<file path="src/rtl/poly_osc_pkg.sv">
// Shared constants for the polyphonic oscillator: waveform selectors and
// the noise LFSR seed, tap mask and step function.
package poly_osc_pkg;

    localparam logic [2:0] WAVE_SAW   = 3'd0;
    localparam logic [2:0] WAVE_TRI   = 3'd1;
    localparam logic [2:0] WAVE_PULSE = 3'd2;
    localparam logic [2:0] WAVE_PWM   = 3'd3;
    localparam logic [2:0] WAVE_NOISE = 3'd4;

    // Galois form of x^16 + x^14 + x^13 + x^11, shifting towards bit 0.
    localparam logic [15:0] LFSR_SEED = 16'hACE1;
    localparam logic [15:0] LFSR_TAPS = 16'hB400;

    function automatic logic [15:0] lfsr_next(input logic [15:0] s);
        return s[0] ? ((s >> 1) ^ LFSR_TAPS) : (s >> 1);
    endfunction

endpackage

</file>
<file path="src/rtl/osc_wave_gen.sv">
// Combinational waveform shaper: turns one voice's truncated phase, wave
// select, pwm threshold and the shared noise register into one sample.
module osc_wave_gen
    import poly_osc_pkg::*;
#(
    parameter int PHASE_W = 14,
    parameter int OUT_W   = 12
) (
    input  logic [PHASE_W-1:0] i_phase,
    input  logic [2:0]         i_wave,
    input  logic [OUT_W-1:0]   i_mod,
    input  logic [15:0]        i_lfsr,
    output logic [OUT_W-1:0]   o_sample
);

    localparam logic [OUT_W-1:0] SILENT = {1'b1, {(OUT_W-1){1'b0}}};

    logic [OUT_W-1:0]   w_top;
    logic [PHASE_W-2:0] w_t;
    logic [PHASE_W-2:0] w_tri_full;
    logic [OUT_W-1:0]   w_tri;
    logic [OUT_W-1:0]   w_noise;

    assign w_top      = i_phase[PHASE_W-1 -: OUT_W];
    assign w_t        = i_phase[PHASE_W-2:0];
    // Fold the second half of the cycle back down to form the triangle.
    assign w_tri_full = i_phase[PHASE_W-1] ? ~w_t : w_t;
    assign w_tri      = OUT_W'(w_tri_full >> (PHASE_W - 1 - OUT_W));
    assign w_noise    = OUT_W'(i_lfsr >> (16 - OUT_W));

    // NOTE: the default assignment ahead of the case keeps this block purely
    // combinational for every select value, so no latch can be inferred.
    always_comb begin
        o_sample = SILENT;
        case (i_wave)
            WAVE_SAW:   o_sample = w_top;
            WAVE_TRI:   o_sample = w_tri;
            WAVE_PULSE: o_sample = i_phase[PHASE_W-1] ? '0 : '1;
            WAVE_PWM:   o_sample = (w_top < i_mod) ? '1 : '0;
            WAVE_NOISE: o_sample = w_noise;
            default:    o_sample = SILENT;
        endcase
    end

endmodule

</file>
<file path="src/rtl/poly_osc.sv">
// Time-multiplexed polyphonic oscillator: each ce starts a pass that steps
// every voice once through a shared shaper and sums the samples.
module poly_osc
    import poly_osc_pkg::*;
#(
    parameter int VOICES  = 4,
    parameter int ACC_W   = 23,
    parameter int PHASE_W = 14,
    parameter int OUT_W   = 12,
    parameter int TUNE_W  = 16,
    localparam int VW     = $clog2(VOICES),
    localparam int MIX_W  = OUT_W + VW
) (
    input  logic              clk,
    input  logic              rst_n,
    input  logic              ce,
    input  logic              cfg_we,
    input  logic [VW-1:0]     cfg_voice,
    input  logic [TUNE_W-1:0] cfg_tune,
    input  logic [2:0]        cfg_wave,
    input  logic [OUT_W-1:0]  cfg_mod,
    input  logic              cfg_en,
    input  logic              cfg_sync,
    output logic [MIX_W-1:0]  mix_out,
    output logic              mix_valid,
    output logic              busy,
    output logic              overrun
);

    localparam logic [0:0] ST_IDLE = 1'b0;
    localparam logic [0:0] ST_RUN  = 1'b1;

    localparam logic [OUT_W-1:0] SILENT = {1'b1, {(OUT_W-1){1'b0}}};

    logic [0:0]        r_state;
    logic [VW-1:0]     r_idx;
    logic [15:0]       r_lfsr;
    logic [MIX_W-1:0]  r_sum;
    logic [MIX_W-1:0]  r_mix_out;
    logic              r_mix_valid;

    logic [ACC_W-1:0]  r_acc  [VOICES];
    logic [TUNE_W-1:0] r_tune [VOICES];
    logic [2:0]        r_wave [VOICES];
    logic [OUT_W-1:0]  r_mod  [VOICES];
    logic              r_en   [VOICES];

    logic              w_run;
    logic              w_last;
    logic              w_sync_hit;
    logic [ACC_W-1:0]  w_acc_cur;
    logic [ACC_W-1:0]  w_acc_inc;
    logic [ACC_W-1:0]  w_acc_next;
    logic [PHASE_W-1:0] w_phase;
    logic [OUT_W-1:0]  w_shaped;
    logic [OUT_W-1:0]  w_sample;
    logic [MIX_W-1:0]  w_sum_next;

    assign w_run      = (r_state == ST_RUN);
    assign w_last     = (r_idx == VW'(VOICES - 1));
    assign w_sync_hit = cfg_we && cfg_sync && (cfg_voice == r_idx);

    // A sync landing on the stepping voice wins over its increment, and the
    // sample of that step is then taken from phase zero.
    assign w_acc_cur  = r_acc[r_idx];
    assign w_acc_inc  = w_acc_cur + ACC_W'(r_tune[r_idx]);
    assign w_acc_next = w_sync_hit ? '0 : (r_en[r_idx] ? w_acc_inc : w_acc_cur);
    assign w_phase    = w_acc_next[ACC_W-1 -: PHASE_W];

    osc_wave_gen #(
        .PHASE_W (PHASE_W),
        .OUT_W   (OUT_W)
    ) u_wave_gen (
        .i_phase  (w_phase),
        .i_wave   (r_wave[r_idx]),
        .i_mod    (r_mod[r_idx]),
        .i_lfsr   (r_lfsr),
        .o_sample (w_shaped)
    );

    assign w_sample   = r_en[r_idx] ? w_shaped : SILENT;
    assign w_sum_next = r_sum + MIX_W'(w_sample);

    // NOTE: all state below uses non-blocking assignments so every register
    // samples values from before the edge, independent of statement order.
    always_ff @(posedge clk or negedge rst_n) begin
        if (!rst_n) begin
            r_state     <= ST_IDLE;
            r_idx       <= '0;
            r_lfsr      <= LFSR_SEED;
            r_sum       <= '0;
            r_mix_out   <= '0;
            r_mix_valid <= 1'b0;
        end else begin
            r_mix_valid <= 1'b0;
            if (r_state == ST_IDLE) begin
                if (ce) begin
                    r_state <= ST_RUN;
                    r_idx   <= '0;
                    r_sum   <= '0;
                end
            end else begin
                r_lfsr <= lfsr_next(r_lfsr);
                r_sum  <= w_sum_next;
                r_idx  <= r_idx + 1'b1;
                if (w_last) begin
                    r_state     <= ST_IDLE;
                    r_mix_out   <= w_sum_next;
                    r_mix_valid <= 1'b1;
                end
            end
        end
    end

    // NOTE: the per-voice arrays are reset explicitly because the voices
    // must come up disabled with zeroed accumulators, not merely defined.
    always_ff @(posedge clk or negedge rst_n) begin
        if (!rst_n) begin
            for (int v = 0; v < VOICES; v++) begin
                r_acc[v]  <= '0;
                r_tune[v] <= '0;
                r_wave[v] <= '0;
                r_mod[v]  <= '0;
                r_en[v]   <= 1'b0;
            end
        end else begin
            for (int v = 0; v < VOICES; v++) begin
                if (cfg_we && cfg_sync && (cfg_voice == VW'(v))) begin
                    r_acc[v] <= '0;
                end else if (w_run && (r_idx == VW'(v))) begin
                    r_acc[v] <= w_acc_next;
                end
            end
            if (cfg_we) begin
                r_tune[cfg_voice] <= cfg_tune;
                r_wave[cfg_voice] <= cfg_wave;
                r_mod[cfg_voice]  <= cfg_mod;
                r_en[cfg_voice]   <= cfg_en;
            end
        end
    end

    assign mix_out   = r_mix_out;
    assign mix_valid = r_mix_valid;
    assign busy      = w_run;
    assign overrun   = ce && w_run;

endmodule

</file>
<file path="config.mk">
export PLATFORM = sky130hd
export DESIGN_NAME = poly_osc
export DESIGN_NICKNAME = d
export VERILOG_FILES = /design/src/rtl/poly_osc_pkg.sv /design/src/rtl/osc_wave_gen.sv /design/src/rtl/poly_osc.sv
export SDC_FILE = /design/constraint.sdc
export NUM_CORES = 1
export LEC_CHECK = 0
export BUFFER_PORTS_ARGS = -buffer_cell sky130_fd_sc_hd__clkbuf_2
export CORE_AREA = 2 2 146 206
export CTS_BUF_LIST = sky130_fd_sc_hd__clkbuf_4
export CTS_CLUSTER_DIAMETER = 60
export DETAILED_ROUTE_END_ITERATION = 10
export DIE_AREA = 0 0 148 208
export HOLD_SLACK_MARGIN = 0.08
export PLACE_DENSITY = 0.66
export SYNTH_ARGS = -nofsm -noshare
export SYNTH_HDL_FRONTEND = slang
export SYNTH_HIERARCHICAL = 1
export SYNTH_SLANG_ARGS = --single-unit
</file>
<file path="constraint.sdc">
create_clock -name clk -period 17.9 [get_ports clk]
set_input_delay 2.685 -clock clk [delete_from_list [all_inputs] [get_ports clk]]
set_output_delay 2.685 -clock clk [all_outputs]
set_load 0.02 [all_outputs]
</file>
* Word level (Yosys, flattened, before mapping)
Cells that the tools add are included.
** Operators by class
- Mux-type cells :: 52
- Add/subtract/negate cells :: 3
- Reductions and logical operators :: 21
- Equality and inequality tests :: 11
- Bitwise gates (word level) :: 4
- $lt $le $gt $ge :: 4
** Operators by type and width (number)
- $mux W23 :: 12
- $mux W12 :: 6
- $bwmux W64 :: 1
- $mux W16 :: 4
- $pmux W12 S5 :: 1
- $bwmux W48 :: 1
- $bmux W23 S2 :: 1
- $bmux W16 S2 :: 1
- $demux W16 S2 :: 1
- $mux W14 :: 2
- $bmux W12 S2 :: 1
- $demux W12 S2 :: 1
- $add A23 B16 Y23 :: 1
- $add A14 B12 Y14 :: 1
- $mux W13 :: 1
- $not A13 Y13 :: 1
- $bwmux W12 :: 1
- $logic_and A1 B1 Y1 :: 12
- $lt A12 B12 Y1 :: 1
- $reduce_bool A2 Y1 :: 5
- $mux W3 :: 3
- $eq A2 B2 Y1 const B :: 4
- $mux W1 :: 8
- $bmux W3 S2 :: 1
- other kinds (18) :: 24
** Word-level totals
- Register bits :: 268
- Logic and storage cells :: 121
- Output and inout port bits :: 17

* Logic depth before layout (Yosys ltp)
- Word-level depth :: 13
- Gate-level depth with buffers :: 30
- Gate-level depth less buffers :: 26

* Hierarchy
The synthesis kept the hierarchy.
** Modules (own cells, without submodules)
- poly_osc :: times used 1, area an instance 13490.4 µm², cells an instance 1092
- osc_wave_gen :: times used 1, area an instance 802.0 µm², cells an instance 115

* Least setup slack after synthesis
OpenSTA, ideal clock, no wires.
- Path type :: input to register
- Start point :: in cfg_voice[1]
- End point :: reg r_sum[10]
- Slack :: 10.970 ns
- Path buffers :: 3
- Data required time :: 17.778 ns
- Cell stages on the path :: 21
- Arrival time :: 6.809 ns
- Setup time :: 0.122 ns
- Cell sequence :: clkbuf_1 > xnor2_1 > nand2_1 > nor2_1 > clkbuf_1 > nor2_1 > ha_1 > nand4_1 > o21ai_0 > a21oi_1 > o22ai_2 > buf_6 > o21ai_2 > and2_1 > ha_1 > nor2b_1 > o31a_1 > o221a_2 > o211a_1 > or3_1 > a32o_1
** On the way
- Word-level cells in the longest chain between the ends :: 9
- Elaborated cells between the ends (all ways) :: 12
- Classes of those cells :: add/sub: 1; order compare: 1; eq/ne: 1; mux: 7; bitwise: 1; reduce/logical: 1
** Ends and longest elaborated chain
- from (decl) :: line poly_osc.sv:18 : input logic [VW-1:0] cfg_voice,
- $eq A2 B2 Y1 :: line poly_osc.sv:61 : assign w_sync_hit = cfg_we && cfg_sync && (cfg_voice == r_idx);
- $logic_and A1 B1 Y1 :: line poly_osc.sv:61
- $mux W23 :: line poly_osc.sv:67 : assign w_acc_next = w_sync_hit ? '0 : (r_en[r_idx] ? w_acc_inc : w_acc_cur);
- via w_acc_next[21] :: line poly_osc.sv:53 : logic [ACC_W-1:0] w_acc_next;
- $lt A12 B12 Y1 :: line osc_wave_gen.sv:39 : WAVE_PWM: o_sample = (w_top < i_mod) ? '1 : '0;
- $mux W12 :: line osc_wave_gen.sv:39
- $pmux W12 S5 :: line osc_wave_gen.sv:35 : case (i_wave)
- via w_shaped[2] :: line poly_osc.sv:55 : logic [OUT_W-1:0] w_shaped;
- $mux W12 :: line poly_osc.sv:81 : assign w_sample = r_en[r_idx] ? w_shaped : SILENT;
- $add A14 B12 Y14 :: line poly_osc.sv:82 : assign w_sum_next = r_sum + MIX_W'(w_sample);
- $mux W14 :: line poly_osc.sv:96 : if (r_state == ST_IDLE) begin
- to (signal assigned) :: line poly_osc.sv:104 : r_sum <= w_sum_next;
- to (decl) :: line poly_osc.sv:38 : logic [MIX_W-1:0] r_sum;
The timed path passes the listed nets, and every way through them passes these cells.
A chain may end at the register's enable or synchronous reset.

* Worst setup path after layout
- Start point :: reg r_idx[0]
- End point :: reg r_sum[10]
** On the way
- Word-level cells in the longest chain between the ends :: 13
- Elaborated cells between the ends (all ways) :: 35
- Classes of those cells :: add/sub: 2; order compare: 1; eq/ne: 5; mux: 23; bitwise: 2; reduce/logical: 2
** Ends and longest elaborated chain
- from (decl) :: line poly_osc.sv:36 : logic [VW-1:0] r_idx;
- from (signal assigned) :: line poly_osc.sv:105 : r_idx <= r_idx + 1'b1;
- $not A2 Y3 (implied by the code) :: line poly_osc.sv:65, poly_osc.sv:66, poly_osc.sv:67
- $bmux W23 S2 or $bmux W16 S2 (tied branches) :: line poly_osc.sv:65, poly_osc.sv:66
- $mux W23 (implied by the code) or $mux W16 (tied branches) (2 in a row) :: line poly_osc.sv:65, poly_osc.sv:66
- $add A23 B16 Y23 :: line poly_osc.sv:66 : assign w_acc_inc = w_acc_cur + ACC_W'(r_tune[r_idx]);
- $mux W23 :: line poly_osc.sv:67
- $mux W23 * :: line poly_osc.sv:67
- via w_acc_next[15] :: line poly_osc.sv:53
- $lt A12 B12 Y1 * :: line osc_wave_gen.sv:39
- $mux W12 * :: line osc_wave_gen.sv:39
- $pmux W12 S5 * :: line osc_wave_gen.sv:35
- via w_shaped[0] :: line poly_osc.sv:55
- $mux W12 * :: line poly_osc.sv:81
- $add A14 B12 Y14 * :: line poly_osc.sv:82
- $mux W14 * :: line poly_osc.sv:96
The timed path passes the listed nets; every way through them passes the cells marked *. The select of a mux whose other input is x is not followed.

==> reports/summary.md <==
The number of buffers between clock root and the deepest sink was 3. Detailed placement ended at an HPWL of 22660 µm. The mean area per synthesized cell was 11.85 µm².

For the highest ir drop seen on vdd, the log shows 79.40 µV. The floorplan step set the die width to 148 µm. After the first detailed-routing iteration, the DRC count stood at 494. The top cell types in the final layout, fill and taps aside, are sky130_fd_sc_hd__dfrtp_1 (257), sky130_fd_sc_hd__mux2_2 (150), sky130_fd_sc_hd__nand2_1 (112).

Cell internal power was estimated by the tool at 0.001821 W. Synthesis produced a netlist whose cell count is 1206. For this run, the total global-route usage over all layers was measured as 22.94%. In this run the most critical hold path is launched from r_acc[32]. The area growth from synthesis to layout works out to 10.31%. Clock-pin slew was measured on the worst setup and hold paths at 0.07 ns. On the final layout, the worst hold slack is 0.4757 ns. Of the total power, registers draw 28.4%. Post-CTS timing repair inserted 0 buffers for setup. After clock tree synthesis, the repair step resized 0 gates.

The congestion estimate from routability-driven global placement came to 0.9744. Net switching is 43.45% of the power. The minimum setup slack after placement is 10.01 ns, and the pin count of the biggest net entering global routing is 137. In the final design database the tool counted 1366 nets. The worst hold path passes through 2 cells.

TritonCTS built the clock tree. The floorplan step defined a die boundary enclosing 0.03078 mm². The number of levels in the clock H-tree was 3; the cts-stage hold buffer count was 0.

At the worst endpoint, the arrival time is 8.51 ns. The overall die height was 208 µm. The tools report the achievable frequency as 0.1265 GHz. The worst pin sits at a relative slew slack of 28.15%. In the finished design, the share of the clock period the worst path needs comes to 44.17%. The first detailed-routing pass ran for 5 iterations.

Total count of hold-check failures in the final report: 0. Leaving out fill and tap cells, the most frequent cell in the layout is sky130_fd_sc_hd__dfrtp_1. Between clock sinks in the finished design, the worst skew comes to 0.05280 ns. Sort of element at the end of the critical path: a flop. The first global-routing pass estimated 56270 µm of wire. Power spread over the standard cell area amounts to 204.4 mW/mm².

The worst path needs 7.906 ns of the cycle, external delays included. The tightest min-delay check is of the flop to flop type. The startpoint type of the worst setup path is a flop. The reg-to-reg setup timing slack was 9.99 ns; the count of input and output buffers was 55.

Setup repair after global routing left no endpoint under its margin. Setup slack on the critical path of the routed design comes to 9.994 ns. The run finished with clean final reports. The share of total power dissipated in the clock network is 16.9%. Cell chosen for the clock root: sky130_fd_sc_hd__clkbuf_4.

Measured in cells, the most critical reg-to-reg path has a length of 24. Clock tree synthesis found a total of 268 sinks. In this run the remaining antenna-violating nets after routing total 0. The critical path is of the flop to flop type. In this run the worst path has a maximum fanout of 35. The destination of the worst register-to-register timing path is r_sum[10]. The mapped netlist covers 0.01429 mm².

The starting density of the core came out at 49.46%. The run gives 56 as the number of top-level design ports. The net switching power was 0.001400 W. The number of nets handed over by synthesis was 1290.

The path with the worst hold slack has its endpoint at r_acc[32]. The final-layout setup total negative slack is 0 ns. The number of global-route vias before repair is 10580, and the part of the power in combinational logic is 54.7%. The area of the core region was 0.02889 mm².

The Yosys step of the flow raised 6 warnings. The floorplan has 74 rows. Launch instance of the worst register-to-register path: r_idx[0]. For the pin with the worst max-slew slack, the measured transition is 1.074 ns. Clock tree synthesis inserted a total of 73 buffers. In the final routed layout, each cell accounts on average for 20.07 µm.

The initial antenna violation count is 1. At the worst endpoint, the required time is 18.51 ns. The run gives 0 as the final number of max-transition violations. The vias per cell is 5.974, and the global-route congestion overflow total is 0. The routed layout has 10230 vias.

Once placement finished, the instance area stood at 0.01485 mm². For this run, design rule violations remaining after detail routing come to 0. The post-route netlist has 33.11% of its cells at a drive strength greater than 1. Clock latency on the worst-skew pair, taken at its later pin, is 0.72 ns. The total routed wirelength is 34370 µm, and the summed area of non-filler cells in the final layout is 0.01576 mm². Summed over all cells, the static leakage comes to 7.001 nW. Total setup violations reported at the end of the flow: 0. The tools report the max-cap violation count as 0.
[worst max-delay path, cell delays in order, from the launching register on]
cell and delay [ns]:
sky130_fd_sc_hd__dfrtp_4 0.79, sky130_fd_sc_hd__buf_4 0.67, sky130_fd_sc_hd__mux4_2 0.63, sky130_fd_sc_hd__ha_1 0.31, sky130_fd_sc_hd__a211oi_1 0.30, sky130_fd_sc_hd__o21ai_1 0.33, sky130_fd_sc_hd__nand3_1 0.20, sky130_fd_sc_hd__nand3b_1 0.10
sky130_fd_sc_hd__o311ai_1 0.79, sky130_fd_sc_hd__nor2_1 0.20, sky130_fd_sc_hd__ha_1 0.34, sky130_fd_sc_hd__o211ai_1 0.07, sky130_fd_sc_hd__o31a_1 0.29, sky130_fd_sc_hd__o22ai_2 0.56, sky130_fd_sc_hd__o21ai_1 0.12, sky130_fd_sc_hd__and2_1 0.17
sky130_fd_sc_hd__ha_1 0.19, sky130_fd_sc_hd__inv_1 0.07, sky130_fd_sc_hd__fa_1 0.19, sky130_fd_sc_hd__nor2b_1 0.06, sky130_fd_sc_hd__o31a_1 0.27, sky130_fd_sc_hd__o221a_2 0.28, sky130_fd_sc_hd__o211a_1 0.22, sky130_fd_sc_hd__or3_1 0.32
sky130_fd_sc_hd__a32o_1 0.26
[layer usage]
layer | track usage (%) | up-vias | wire, µm
li1 | - | 4653 | -
met1 | 29.37 | 5182 | 14290
met2 | 37.47 | 323 | 16880
met3 | 4.825 | 76 | 2025
met4 | 10.41 | 0 | 1171
met5 | 0 | - | 0
[through the flow]
step	total power (W)	instances	utilization [%]
3_5_place_dp	0.002673	1587	51.40
6_report	0.003221	1713	54.56
2_1_floorplan	0.002249	1206	-
5_1_grt	0.003475	1713	54.56
4_1_cts	0.003233	1712	54.55
3_3_place_gp	0.002637	1587	51.40
[power groups by stage]
stage | logic (W) | registers, W | clock network (W)
after global routing | 0.00194 | 0.000938 | 0.000595
final | 0.00176 | 0.000915 | 0.000544
after CTS | 0.00176 | 0.000916 | 0.000561
after floorplan | 0.00136 | 0.000890 | 0
after detailed placement | 0.00175 | 0.000925 | 0
after global placement | 0.00172 | 0.000918 | 0
[worst max-delay path by stage]
stage	cells past startpoint	slack [ns]	start	to
2_1_floorplan	21	11.00	cfg_voice[1]	r_sum[10]
3_3_place_gp	26	10.12	r_idx[0]	r_sum[10]
3_5_place_dp	24	10.01	r_idx[0]	r_sum[10]
4_1_cts	24	9.98	r_idx[0]	r_sum[10]
5_1_grt	26	9.39	r_idx[0]	r_sum[10]
6_report	24	9.99	r_idx[0]	r_sum[10]
[area by class of cell]
type                    count  area, µm²
diodes                      1      2.502
clock buffers             108      810.8
clock inverters            17      98.84
fillers                  2541      13130
inverters                  27      101.3
multi-input cells         842       7152
flip-flops and latches    268       6723
well taps                 380      475.5
repair buffers             70      397.9
[state kept, by name, summed over array words and instances, names as in the netlist]
signal / flops
r_acc: 92
r_tune: 64
r_mod: 48
r_lfsr: 16
mix_out: 14
r_sum: 14
r_wave: 12
r_en: 4
r_idx: 2
busy: 1
mix_valid: 1
Note: power is estimated with default switching activity, not from simulation.
